### src/rtl/mips_rf_pkg.sv
// Shared types and helpers for the multi-port MIPS register file.
package mips_rf_pkg;

  localparam int unsigned DEF_DATA_W = 32;
  localparam int unsigned DEF_ADDR_W = 5;
  localparam int unsigned MAX_WR     = 4;

  typedef logic [1:0] dump_state_t;

  localparam dump_state_t DumpIdle   = 2'd0;
  localparam dump_state_t DumpStream = 2'd1;
  localparam dump_state_t DumpDone   = 2'd2;

  // Returns {found, port}; the highest-numbered hitting port wins.
  function automatic logic [2:0] wr_winner(input logic [MAX_WR-1:0] hit);
    logic [2:0] res;
    res = '0;
    for (int w = 0; w < int'(MAX_WR); w++) begin
      if (hit[w]) res = {1'b1, 2'(w)};
    end
    return res;
  endfunction

endpackage

### src/rtl/mips_regfile_mp_dump_fsm.sv
// Dump engine: streams every register over a valid/ready channel after a dump_req pulse.
module mips_rf_dump_fsm
  import mips_rf_pkg::*;
#(
  parameter int unsigned DATA_W = DEF_DATA_W,
  parameter int unsigned ADDR_W = DEF_ADDR_W
) (
  input  logic              clk,
  input  logic              rst_b,
  input  logic              dump_req,
  input  logic              dump_ready,
  output logic              dump_valid,
  output logic              dump_busy,
  output logic              dump_done,
  output logic [ADDR_W-1:0] dump_idx,
  output logic [DATA_W-1:0] dump_data,
  output logic [ADDR_W-1:0] rd_num,
  input  logic [DATA_W-1:0] rd_data
);

  dump_state_t       state_q, state_d;
  logic [ADDR_W-1:0] idx_q, idx_d;
  logic [DATA_W-1:0] data_q, data_d;
  logic              cap_en;

  always_comb begin
    state_d = state_q;
    idx_d   = idx_q;
    cap_en  = 1'b0;
    unique case (state_q)
      DumpIdle: begin
        if (dump_req) begin
          state_d = DumpStream;
          idx_d   = '0;
          cap_en  = 1'b1;
        end
      end
      DumpStream: begin
        if (dump_ready) begin
          if (idx_q == {ADDR_W{1'b1}}) begin
            state_d = DumpDone;
          end else begin
            idx_d  = idx_q + 1'b1;
            cap_en = 1'b1;
          end
        end
      end
      default: state_d = DumpIdle;
    endcase
  end

  // The capture reads the index being moved to; flop storage yields the pre-write value.
  assign rd_num = idx_d;
  assign data_d = cap_en ? rd_data : data_q;

  always_ff @(posedge clk or negedge rst_b) begin
    if (!rst_b) begin
      state_q <= DumpIdle;
      idx_q   <= '0;
      data_q  <= '0;
    end else begin
      state_q <= state_d;
      idx_q   <= idx_d;
      data_q  <= data_d;
    end
  end

  assign dump_valid = (state_q == DumpStream);
  assign dump_busy  = (state_q != DumpIdle);
  assign dump_done  = (state_q == DumpDone);
  assign dump_idx   = idx_q;
  assign dump_data  = data_q;

endmodule

### src/rtl/mips_regfile_mp.sv
// Parametrised multi-port MIPS register file with r0 hardwired to zero and a hardware dump port.
// Optional same-cycle write-to-read forwarding is enabled by defining RF_BYPASS_EN.
module mips_regfile_mp
  import mips_rf_pkg::*;
#(
  parameter int unsigned DATA_W = DEF_DATA_W,
  parameter int unsigned ADDR_W = DEF_ADDR_W,
  parameter int unsigned NUM_RD = 2,
  parameter int unsigned NUM_WR = 1
) (
  input  logic                     clk,
  input  logic                     rst_b,
  input  logic [NUM_RD*ADDR_W-1:0] rd_num,
  output logic [NUM_RD*DATA_W-1:0] rd_data,
  input  logic [NUM_WR-1:0]        wr_en,
  input  logic [NUM_WR*ADDR_W-1:0] wr_num,
  input  logic [NUM_WR*DATA_W-1:0] wr_data,
  input  logic                     dump_req,
  output logic                     dump_valid,
  input  logic                     dump_ready,
  output logic [ADDR_W-1:0]        dump_idx,
  output logic [DATA_W-1:0]        dump_data,
  output logic                     dump_busy,
  output logic                     dump_done
);

  localparam int unsigned DEPTH = 2 ** ADDR_W;

  logic [DATA_W-1:0] mem_q [DEPTH];
  logic              we    [DEPTH];
  logic [DATA_W-1:0] wd    [DEPTH];
  logic [MAX_WR-1:0] hit;
  logic [2:0]        win;

  // Per-entry write arbitration; shared by storage update and bypass.
  always_comb begin
    hit = '0;
    win = '0;
    for (int i = 0; i < int'(DEPTH); i++) begin
      hit = '0;
      for (int w = 0; w < int'(NUM_WR); w++) begin
        hit[w] = wr_en[w] && (wr_num[w*ADDR_W +: ADDR_W] == ADDR_W'(i)) && (i != 0);
      end
      win   = wr_winner(hit);
      we[i] = win[2];
      wd[i] = wr_data[int'(win[1:0])*DATA_W +: DATA_W];
    end
  end

  always_ff @(posedge clk or negedge rst_b) begin
    if (!rst_b) begin
      for (int i = 0; i < int'(DEPTH); i++) mem_q[i] <= '0;
    end else begin
      for (int i = 1; i < int'(DEPTH); i++) begin
        if (we[i]) mem_q[i] <= wd[i];
      end
    end
  end

  logic [ADDR_W-1:0] rd_idx;

  always_comb begin
    rd_data = '0;
    rd_idx  = '0;
    for (int p = 0; p < int'(NUM_RD); p++) begin
      rd_idx = rd_num[p*ADDR_W +: ADDR_W];
      if (rd_idx == '0) begin
        rd_data[p*DATA_W +: DATA_W] = '0;
      end else begin
`ifdef RF_BYPASS_EN
        rd_data[p*DATA_W +: DATA_W] = we[rd_idx] ? wd[rd_idx] : mem_q[rd_idx];
`else
        rd_data[p*DATA_W +: DATA_W] = mem_q[rd_idx];
`endif
      end
    end
  end

  logic [ADDR_W-1:0] dump_rd_num;
  logic [DATA_W-1:0] dump_rd_data;

  // The dump path reads storage directly and never sees forwarded data.
  assign dump_rd_data = mem_q[dump_rd_num];

  mips_rf_dump_fsm #(
    .DATA_W (DATA_W),
    .ADDR_W (ADDR_W)
  ) u_dump_fsm (
    .clk        (clk),
    .rst_b      (rst_b),
    .dump_req   (dump_req),
    .dump_ready (dump_ready),
    .dump_valid (dump_valid),
    .dump_busy  (dump_busy),
    .dump_done  (dump_done),
    .dump_idx   (dump_idx),
    .dump_data  (dump_data),
    .rd_num     (dump_rd_num),
    .rd_data    (dump_rd_data)
  );

endmodule

### config.mk
export PLATFORM = sky130hd
export DESIGN_NAME = mips_regfile_mp
export DESIGN_NICKNAME = d
export VERILOG_FILES = /design/src/rtl/mips_rf_pkg.sv /design/src/rtl/mips_regfile_mp_dump_fsm.sv /design/src/rtl/mips_regfile_mp.sv
export SDC_FILE = /design/constraint.sdc
export NUM_CORES = 2
export LEC_CHECK = 0
export BUFFER_PORTS_ARGS = -buffer_cell sky130_fd_sc_hd__buf_2
export CAP_MARGIN = 10
export CORE_UTILIZATION = 31
export CTS_BUF_LIST = sky130_fd_sc_hd__clkbuf_4 sky130_fd_sc_hd__clkbuf_8 sky130_fd_sc_hd__clkbuf_16
export CTS_CLUSTER_DIAMETER = 200
export DETAILED_ROUTE_END_ITERATION = 7
export SYNTH_ARGS = -nofsm -noshare
export SYNTH_HDL_FRONTEND = slang
export SYNTH_HIERARCHICAL = 1
export SYNTH_SLANG_ARGS = --single-unit
### constraint.sdc
create_clock -name clk -period 3.1 [get_ports clk]
set_clock_uncertainty 0.05 [all_clocks]
set_input_delay 0.155 -clock clk [delete_from_list [all_inputs] [get_ports clk]]
set_output_delay 0.155 -clock clk [all_outputs]
set_load 0.1 [all_outputs]
==> results_dict.tcl <==
set metrics [dict create \
    synth_cell_types 48 \
    slew_violations 0 \
    global_route.usage.met1_pct 27.9 \
    cts_num_sinks 1031 \
    yosys.area.top_type "dfrtp_1" \
    fin_crit_share_pct 105 \
    flow.area_growth_from_synthesis_pct 20.6 \
    crit_slowest_cell "mux4_2" \
    cts.reportedPaths.clkPinSlew_ns 0.07 \
    synth_top_cell_area_share_pct 40.8 \
    placed_cells_incl_taps 7151 \
    clk_tree_root_cell "clkbuf_16" \
    status "complete, but fails checks" \
    cp.required_ns 3.69 \
    coreArea_mm2 0.203 \
    post_synth.cell_area_avg_um2 14.2 \
    initial_antenna_violation_count 11 \
    max_transition_margin_pct 10.5 \
    fillerInstances 18800 \
    multi_input_comb_area_mm2 0.0357 \
    cell_internal_pwr_mw 41.1 \
    gr-usage-all-layers_pct 22.5 \
    chipHeight_um 454 \
    worst-setup-path-type "reg -> reg" \
    drtPass1Iterations 5 \
    port-buffer-count 155 \
    ir_worst_vdd_mv 0.739 \
    pwr-share-comb_pct 49.1 \
    min-delay-start "wr_data[21]" \
    wire_length_of_the_first_global_routing_pass_mm 337 \
    timing.critical_path.arrival_ns 3.84 \
    power.clock.fraction_pct 22.0 \
    r2r-start "u_dump_fsm/dump_idx[0]" \
    cp_max_fo 15 \
    drc_errors_left 0 \
    tritoncts.num_buffers 107 \
    grt_max_degree 96 \
    mostFrequentLayoutCells "mux2_2, dfrtp_1, mux4_2" \
    share_of_total_power_in_sequential_cells_pct 28.9 \
    setup-violations-final 32 \
    powerDensity_mw_per_mm2 866 \
    mappedNetlistNets 4499 \
    timing.critical_path.to_type "flip-flop" \
    busiest_layer "met2" \
    cp-startpoint "u_dump_fsm/dump_idx[0]" \
    final_util_pct 37.6 \
    cts_tree "yes" \
    yosys_warnings 70 \
    worst_slack_ns -0.150 \
    drtIter0Drc 4246 \
    post_synth_edffs 0 \
    largest_incremental_delay_on_the_critical_path_ns 0.52 \
    seqCellArea_mm2 0.0258 \
    grt.met2_usage_pct 36.3 \
    grt_pass1_vias 45700 \
    layout.nets 4748 \
    boundaryPins 156 \
    cap_viol_max_count 0 \
    violations "negative setup slack" \
    floorplan.die.width_um 454 \
    worst-slew-pin-transition_ns 1.34 \
    layoutNonFillerInstCount 7465 \
    netlist_instances 4446 \
    wl_per_cell_um 31.3 \
    postSynth.asyncResetShare_pct 100 \
    synth.area.top_cells "dfrtp_1, mux4_2, mux2_2, mux2i_1, buf_2" \
    grt_setup_unrepaired "yes" \
    worst_r2r_path_depth 13 \
    final_number_of_hold_violating_endpoints 0 \
    worst_min_delay_path_endpoint "mem_q[437]" \
    syn-cell-area_mm2 0.0633 \
    route.detailed.vias_per_inst 6.01 \
    worst_hold_path.num_cells 2 \
    gp_congestion 0.864 \
    swShare_pct 37.8 \
    p_switching_mw 25.0 \
    worstHoldPathType "in -> reg" \
    worstSetupStartpointType "flip-flop" \
    worst_r2r_endpoint "u_dump_fsm/dump_data[25]" \
    totalPowerFinal_mw 66.1 \
    worstPathCellList "ha_4 -> nand4_4 -> a31o_4 -> mux2i_4 -> buf_12 -> buf_16 -> buf_6 -> buf_16 -> mux4_2 -> a22o_1 -> o21ai_1 -> o21ai_1 -> mux2_4" \
    global_route.usage.met3_pct 4.34 \
    drive_above_1_share_pct 56.3 \
    antenna_left 0 \
    final_common_cell "mux2_2" \
    standard_cell_rows 165 \
    vias 44900 \
    cellLeakagePower_nw 32.1 \
    placed_wire_length_estimate_after_detailed_placement_mm 146 \
    ys_dominant_reg_cell "dfrtp_1" \
    die-area_mm2 0.206 \
    flop2flop_setup_slack_ns -0.15 \
    initial_utilization_pct 31.2 \
    routed_wl_mm 234 \
    grt_remaining_overflow 0 \
    cts_max_path_buffers 3 \
    insertion_delay_ns 0.75 \
    achievable-frequency_mhz 308 \
    min_period_ns 3.25 \
    post_synthesis_register_bit_count 1031 \
    cts.htree.levels 3 \
    seq_area_frac_synth_pct 40.8 \
]
==> state kept, by name, indices dropped and copies added (netlist names) <==
signal and count:
mem_q 992, u_dump_fsm/dump_data 32, u_dump_fsm/dump_idx 5, u_dump_fsm/state_q 2
==> Yosys cell counts (11+ instances only) <==
cell      number
a211oi_1      19
a211oi_2      12
a21oi_1       38
a221oi_1      96
a22o_1        64
a22oi_1       32
a31oi_1       27
buf_1         63
buf_2        177
buf_4         33
buf_6         11
clkbuf_1     223
dfrtp_1     1031
mux2_1        60
mux2_2      1098
mux2_4        29
mux2i_1      252
mux4_2       611
nand2_1      107
nor2_1        78
nor2b_1       77
nor3_1        68
o211ai_1      31
o21ai_0       26
o21ai_1       71
o22ai_1       33
o31ai_1       32
==> power by group through the flow <==
| stage | registers [mW] | logic, mW | clock network, mW |
|---|---|---|---|
| finish | 19.1 | 32.4 | 14.5 |
| global route | 19.5 | 33.6 | 15.3 |
| CTS | 19.0 | 31.3 | 14.8 |
| detailed placement | 19.2 | 28.9 | 0 |
| global placement | 19.0 | 28.7 | 0 |
| floorplan | 19.6 | 18.1 | 0 |
==> cells by family (layout without fill, tap and decap cells) <==
group | after synthesis | count (layout) | share of synthesized area [%]
other | 0 | 6 | 0
adder cells (fa/ha/maj) | 1 | 1 | 0.0198
AO/OA/AOI/OAI | 485 | 485 | 5.52
buffers and inverters | 513 | 854 | 3.82
multiplexers | 2050 | 2050 | 47.0
flip-flops | 1031 | 1031 | 40.8
AND/OR/NAND/NOR | 366 | 366 | 2.80
==> how the worst max path moves through the flow <==
stage | to | slack, ns
after floorplan | u_dump_fsm/dump_data[0] | -0.27
after global routing | u_dump_fsm/dump_data[16] | -0.23
final | u_dump_fsm/dump_data[25] | -0.15
after CTS | u_dump_fsm/dump_data[2] | -0.12
after detailed placement | u_dump_fsm/dump_data[2] | -0.23
after global placement | u_dump_fsm/dump_data[26] | -0.23
==> what timing repair did <==
action | 4_1_cts | 5_1_grt
endpoints found under the setup margin | 33 | 33
endpoints found under the hold margin | 1383 | 0
gates cloned | 11 | 5
setup buffers | 37 | 19
resized for setup | 55 | 55
hold buffers | 39 | 0
pin swaps | 16 | 21
==> critical path, delay by kind of cell (launching register included) <==
| family | cells | cell delay, ns |
|---|---|---|
| mux | 3 | 1.00 |
| flops | 1 | 0.43 |
| fa+ha+maj | 1 | 0.16 |
| buf+inv | 4 | 0.68 |
| simple gates | 1 | 0.11 |
| compound gates | 4 | 0.66 |
==> metal layers <==
layer  vias up  part of all wire [%]
met5         -                 0.018
met4         6                   7.2
met3       663                   7.3
met2      2074                    47
met1     24100                    38
li1      18000                     -
==> final cells by class <==
class,instances,share of cell area [%]
multi-input cells,2902,46.9
repair buffers,651,9.69
well taps,2672,4.38
inverters,2,0.00985
diodes,6,0.0197
clock inverters,56,1.03
clock buffers,145,4.12
flip-flops and latches,1031,33.9
==> through the flow <==
step	worst slack (ns)	instance area [um^2]	hold WS [ns]	setup TNS (ns)
2_1_floorplan	-0.269	63700	-0.191	-7.64
3_3_place_gp	-0.229	70500	0.0855	-3.25
3_5_place_dp	-0.231	70500	0.0859	-3.76
4_1_cts	-0.122	75800	0.000261	-2.13
5_1_grt	-0.226	76200	0.0506	-5.73
6_report	-0.150	76300	0.0291	-3.12
No activity file was read; power rests on OpenSTA's default activity.
